**src/rtl/picoblaze_irq_arbiter.sv**
```systemverilog
// picoblaze_irq_arbiter: round-robin sharing of the PicoBlaze interrupt among edge-triggered sources
module picoblaze_irq_arbiter #(
   parameter int         NUM_SRC     = 4,
   parameter logic [7:0] VECTOR_PORT = 8'h08,
   parameter logic [7:0] STATUS_PORT = 8'h09,
   parameter logic [7:0] MASK_PORT   = 8'h0A,
   parameter logic [7:0] EOI_PORT    = 8'h0B
) (
   input  logic               clk,
   input  logic               reset,
   input  logic [NUM_SRC-1:0] irq_src,
   output logic               interrupt,
   input  logic               interrupt_ack,
   input  logic [7:0]         port_id,
   input  logic               write_strobe,
   input  logic [7:0]         out_port,
   output logic [7:0]         rd_data,
   output logic [NUM_SRC-1:0] pending
);
   typedef enum logic [1:0] {IDLE, REQ, SERVICE} state_t;
   state_t state_q, state_d;
   logic [NUM_SRC-1:0] sync1_q, sync2_q, prev_q, pending_q, pending_d, mask_q, mask_d, clr, avail;
   logic [2:0] grant_q, grant_d, rr_q, rr_d, idx;
   logic [7:0] rd_data_q, rd_data_d;
   logic interrupt_q, interrupt_d, found;
   int j;

   // first pending, enabled source at or above the pointer, wrapping around
   always_comb begin
      found = 1'b0;
      idx = '0;
      j = 0;
      avail = pending_q & mask_q;
      for (int k = 0; k < NUM_SRC; k++) begin
         j = int'(rr_q) + k;
         j = (j >= NUM_SRC) ? j - NUM_SRC : j;
         if (!found && |(avail & (NUM_SRC'(1) << j))) begin
            found = 1'b1;
            idx = 3'(j);
         end
      end
   end

   always_comb begin
      state_d = state_q;
      grant_d = grant_q;
      rr_d = rr_q;
      interrupt_d = interrupt_q;
      clr = '0;
      mask_d = (write_strobe && port_id == MASK_PORT) ? out_port[NUM_SRC-1:0] : mask_q;
      case (state_q)
         IDLE: if (found) begin
            grant_d = idx;
            interrupt_d = 1'b1;
            state_d = REQ;
         end
         REQ: if (interrupt_ack) begin
            interrupt_d = 1'b0;
            clr = NUM_SRC'(1) << grant_q;
            rr_d = (grant_q == 3'(NUM_SRC - 1)) ? 3'd0 : grant_q + 3'd1;
            state_d = SERVICE;
         end
         SERVICE: if (write_strobe && port_id == EOI_PORT) state_d = IDLE;
         default: state_d = IDLE;
      endcase
      // a fresh edge wins over the acknowledge clear
      pending_d = (pending_q & ~clr) | (sync2_q & ~prev_q);
      rd_data_d = (port_id == VECTOR_PORT) ? {5'b0, grant_q} :
                  (port_id == STATUS_PORT) ? 8'(pending_q) :
                  (port_id == MASK_PORT)   ? 8'(mask_q) : 8'h00;
   end

   always_ff @(posedge clk) begin
      if (reset) begin
         sync1_q <= '0;
         sync2_q <= '0;
         prev_q <= '0;
         pending_q <= '0;
         mask_q <= '1;
         grant_q <= '0;
         rr_q <= '0;
         interrupt_q <= 1'b0;
         rd_data_q <= 8'h00;
         state_q <= IDLE;
      end else begin
         sync1_q <= irq_src;
         sync2_q <= sync1_q;
         prev_q <= sync2_q;
         pending_q <= pending_d;
         mask_q <= mask_d;
         grant_q <= grant_d;
         rr_q <= rr_d;
         interrupt_q <= interrupt_d;
         rd_data_q <= rd_data_d;
         state_q <= state_d;
      end
   end

   assign interrupt = interrupt_q;
   assign rd_data = rd_data_q;
   assign pending = pending_q;
endmodule

```
**config.mk**
```make
export PLATFORM = sky130hd
export DESIGN_NAME = picoblaze_irq_arbiter
export DESIGN_NICKNAME = d
export VERILOG_FILES = /design/src/rtl/picoblaze_irq_arbiter.sv
export SDC_FILE = /design/constraint.sdc
export NUM_CORES = 1
export LEC_CHECK = 0
export BUFFER_PORTS_ARGS = -buffer_cell sky130_fd_sc_hd__buf_2
export CORE_MARGIN = 3
export CORE_UTILIZATION = 57
export DETAILED_ROUTE_END_ITERATION = 10
export GPL_ROUTABILITY_DRIVEN = 0
export GPL_TIMING_DRIVEN = 0
export PLACE_DENSITY = 0.93
export REMOVE_ABC_BUFFERS = 1
export SLEW_MARGIN = 20
export SYNTH_ARGS = -nofsm -noshare
export SYNTH_HDL_FRONTEND = slang
export SYNTH_SLANG_ARGS = --single-unit
```
**constraint.sdc**
```tcl
create_clock -name clk -period 4.05 [get_ports clk]
set_clock_uncertainty 0.05 [all_clocks]
set_input_delay 0.2025 -clock clk [delete_from_list [all_inputs] [get_ports clk]]
set_output_delay 0.2025 -clock clk [all_outputs]
set_load 0.05 [all_outputs]
```
# Word-level counts from Yosys, hierarchy flattened
# Index checks and enable logic that the tools add are counted.
[totals] reg_bits=37 in_bits=24 out_inout_bits=13 word_cells=94
[classes] n_addsub=8 order_cmp=4 eq_ne=10 shift=5 n_mux=25 n_bitwise=10 reduce_logical=20
[op_table] cell="$mux W32" n=4
[op_table] cell="$shl A1 B32 Y4 const A" n=4
[op_table] cell="$eq A8 B4 Y1 const B" n=4
[op_table] cell="$and A4 B4 Y4" n=7
[op_table] cell="$mux W3" n=6
[op_table] cell="$mux W4" n=4
[op_table] cell="$reduce_or A4 Y1" n=4
[op_table] cell="$sub A4 B3 Y5 const B" n=3
[op_table] cell="$ge A4 B3 Y1 const B" n=3
[op_table] cell="$add A3 B2 Y4 const B" n=2
[op_table] cell="$not A4 Y4" n=2
[op_table] cell="$mux W1" n=6
[op_table] cell="$mux W2" n=3
[op_table] cell="$ne A2 B2 Y1 const B" n=3
[op_table] cell="$pmux W2 S3" n=1
[op_table] cell="$reduce_and A3 Y1" n=2
[op_table] cell="$logic_and A1 B1 Y1" n=5
[op_table] cell="$add A3 B1 Y4 const B" n=1
[op_table] cell="$or A4 B4 Y4" n=1
[op_table] cell="$reduce_and A2 Y1" n=2
[op_table] cell="$shl A1 B3 Y4 const A" n=1
[op_table] cell="$sub A3 B3 Y4 const B" n=1
[op_table] cell="$add A3 B1 Y3 const B" n=1
[op_table] cell="$eq A3 B2 Y1 const B" n=1
[op_table] cell="other kinds (9)" n=11

# Longest topological paths before layout
[depth] ltp_word=17 depth_mapped=8 ltp_nobuf=8

# Least setup slack after synthesis
# No wires, ideal clock.
[synth_path] path_type="reg2reg" startpoint="register rr_q[1]" endpoint="register grant_q[0]" setup_ps=95 arrival_time_ps=2063 t_required_ps=3905 setup_slack_ps=1842 stages_incl_launch_ff=9 path_buffers=0 synth_period_minus_slack_ps=2208 cell_sequence="dfxtp_1 -> inv_1 -> ha_1 -> nand3_1 -> nand3_1 -> or2_2 -> o41ai_4 -> a21oi_1 -> a221oi_1"
[synth_via] elab_chain_cells=16 elab_cells_between_ends=42 cone_classes="add/sub: 7; order compare: 4; shift: 4; mux: 12; bitwise: 4; reduce/logical: 11"
[synth_lines] element="start, declared" line="23" text="logic [2:0] grant_q, grant_d, rr_q, rr_d, idx;"
[synth_lines] element="start signal, assigned" line="92" text="rr_q <= rr_d;"
[synth_lines] element="parallel branches: the longest is 16 deep, another holds $sub A4 B3 Y5"
[synth_lines] element="end signal, assigned" line="91" text="grant_q <= grant_d;"
[synth_lines] element="end, declared" line="23"
# Parallel ways; which one is timed is not known.
# A chain may end at the register's enable or synchronous reset.

# Worst setup path in the final report
# Ends and elaborated chain as after synthesis.

==> results by group <==
Place
  • Dpl hpwl: 2.470 mm
  • Port bufs: 28
  • Pre-CTS setup slack: 1498 ps
  • Placed Cells incl. Taps: approximately 240

Drt
  • Detailed Route Iter0 Violations: 101
  • Post-Route WL: 3.411 mm
  • Post-route ant nets: 0
  • Vias/cell: 5.657
  • DRT Pass-1 Iters: 4
  • Residual DRC count: 0
  • Routed vias: 1420
  • Avg WL per Cell: 13.59 um

Clock tree
  • Deepest clock path buffer count: 2
  • Number of CTS-inserted buffers: 5
  • Hold_buf cts: 0
  • CTS clk-pin slew, worst paths: 100 ps
  • Clock network latency to the later pin of the worst-skew pair: about 340 ps
  • Setup Fix Bufs, Post-CTS: 0
  • Root Buffer: clkbuf_4
  • Post-CTS Resized: 0
  • CTS tree: done
  • Clock sinks: 33
  • Max H-tree Level: 2

Worst setup path
  • Critical path arrival: between 2000 and 3000 ps
  • Req. time, crit path: approximately 4200 ps
  • Cell mode on critical path: nand3_1
  • CP max stage cell: dfxtp_1
  • Crit end category: flip-flop
  • Crit-path cells: inv_1 -> ha_1 -> nand3_1 -> nand3_1 -> or2_2 -> o41ai_4 -> a21oi_1 -> a221oi_1
  • Crit Path Max Fanout: 10
  • Worst Setup Start Kind: flip-flop
  • CP peak stage delay: 530 ps
  • CP Class: flip-flop to flip-flop

Global routing
  • Global Route met3 Usage: 0.04793
  • Largest net degree at the start of global routing: 33
  • GR Overflow Total: 0
  • Met1 Usage GRT: 0.2547
  • Vias in the first global route: 1338
  • First-pass GRT wire length: 5.809 mm
  • Most Crowded Layer GR: met2
  • Tot GR Track Use: 0.2225
  • Initial antenna violation count: 0
  • GRT met2 Usage: 0.3682

Die
  • Top-level I/O count: 37
  • Row Count: 18
  • Starting density of the core: 0.6304
  • Die X: 59.52 um
  • Die H: 59.52 um
  • Core area: ~2600 sq um
  • Die area: 3543 sq um

Logic synthesis
  • Fraction of registers with async set or reset after synthesis: 0
  • Seq cells post-synth: 33
  • Yosys warnings: 0
  • Yosys cell types: 40
  • Post-synth EDFFs: 0
  • Mapped cell area: 1633 sq um
  • Primary FF master, synth: dfxtp_1
  • Register area share after synthesis: 0.4046
  • Avg Inst Size Synth: 8.549 sq um
  • Syn Inst Count: 191

STA
  • Setup violations, final: 0
  • RSZ-0062 raised after global routing: no
  • Slew @ Worst Pin: 529.7 ps
  • Hold Vio Cnt, Final: 0
  • Slew Limit Fails: 0
  • Maximum clock frequency: 383.2 MHz
  • Setup TNS: 0 ps
  • PnR worst setup slack: 1440 ps
  • Worst rel slew slack: 0.6469
  • Final Critical Period: 2610 ps
  • Final period util: 0.6444

Outcome
  • Status: completed

Final layout
  • Layout cell share with drive strength beyond 1: 0.1855
  • Fin cells: roughly 250
  • Fin nets: 254
  • Synthesis-to-layout area growth: 13.56%
  • Ant diodes: 0

Power
  • Worst vdd ir: 0.4766 mV
  • Tot Pwr: roughly 0.00075 W
  • Pleak: between 0.8 and 0.9 nW
  • Pwr per Cell Area: 403.2 nW/um^2

Hold path
  • Worst hold path class: input pin to flip-flop

Run
  • Max-cap violations: 0
## cell families (layout without fill, tap and decap cells)
family                   count (synthesis)  after routing  share of synthesized area
multiplexers                             3              3                    0.01839
other                                    1              4                   0.002297
adder cells (fa/ha/maj)                 10             10                    0.07663
buffers and inverters                   19             46                    0.05747
flip-flops                              33             33                     0.4046
AO/OA/AOI/OAI                           35             35                     0.1510
AND/OR/NAND/NOR                         90             90                     0.2897
## synthesized netlist by cell type, types with 2 or more instances
master,number,area [sq um]
dfxtp_1,33,660.6
nor2_1,24,90.09
nor2b_1,17,106.4
a21oi_1,16,80.08
nand3_1,16,80.08
nand2_1,12,45.04
ha_1,10,125.1
inv_1,10,37.54
a211o_1,4,35.03
buf_4,4,30.03
clkbuf_1,4,15.01
nand3b_1,4,30.03
mux2i_1,3,30.03
nand4_1,3,18.77
o21ai_0,3,15.01
a31oi_1,2,12.51
nand2b_1,2,12.51
o41ai_1,2,17.52
## path summary, 6_finish.rpt
| kind | cells past startpoint | slack (ps) | end | from |
|---|---|---|---|---|
| setup / recovery | 8 | 1440 | grant_q[0] | rr_q[1] |
| hold / removal | 2 | 10 | sync1_q[1] | irq_src[1] |
| hold reg to reg | 1 | 400 | sync2_q[0] | sync1_q[0] |
| setup reg to reg | 8 | 1440 | grant_q[0] | rr_q[1] |
## per-layer routing
layer	share of wire	routed length, um
met1	0.44	1506
met2	0.47	1605
met3	0.053	180
met4	0.035	119
met5	0	0
## placed cells by master, fill, tap and decap left out, types with 2 or more instances in the layout
| cell | count |
|---|---|
| ha_1 | 10 |
| inv_1 | 10 |
| o21ai_0 | 3 |
| clkbuf_4 | 5 |
| nand4_1 | 3 |
| nor2b_1 | 17 |
| a211o_1 | 4 |
| nand2b_1 | 2 |
| nor2_1 | 24 |
| a21oi_1 | 16 |
| nand3b_1 | 4 |
| conb_1 | 4 |
| buf_2 | 28 |
| o41ai_1 | 2 |
| dfxtp_1 | 33 |
| nand3_1 | 16 |
| mux2i_1 | 3 |
| nand2_1 | 12 |
| a31oi_1 | 2 |
## report_power, final
group | total, W | switching [W] | internal [W]
logic | 0.000129 | 0.0000806 | 0.0000481
clock network | 0.000261 | 0.000114 | 0.000147
registers | 0.000358 | 0.0000168 | 0.000341
## area by class of cell
class / instances / area, sq um
clock inverter: 2 / 37.54
tap: 30 / 37.54
multi-input combinational: 142 / 889.6
inverter: 10 / 37.54
clock buffer: 6 / 51.30
sequential: 33 / 660.6
fill: 204 / 735.7
timing repair buffer: 28 / 140.1
## sequential cells by signal, indices dropped and copies added, names as in the netlist
signal,count
pending,4
mask_q,4
prev_q,4
state_q,2
sync2_q,4
rd_data,4
sync1_q,4
interrupt,1
grant_q,3
rr_q,3
## worst max-delay path: cells and delay by family, from the launching register on
| kind | cells | cell delay [ps] |
|---|---|---|
| AO/OA/AOI/OAI | 3 | 900 |
| adder cells (fa/ha/maj) | 1 | 270 |
| buffers and inverters | 1 | 170 |
| flip-flops | 1 | 530 |
| AND/OR/NAND/NOR | 3 | 580 |
## per-stage QoR
step                      utilization  hold slack, ps  cell area [sq um]
final                          0.7159           12.75               1854
after global routing           0.7159           6.448               1854
after CTS                      0.7159           1.401               1854
after detailed placement       0.6816           370.0               1765
after global placement         0.6816           365.2               1765
after floorplan                     -           221.6               1588
(Power assumes the default switching activity.)
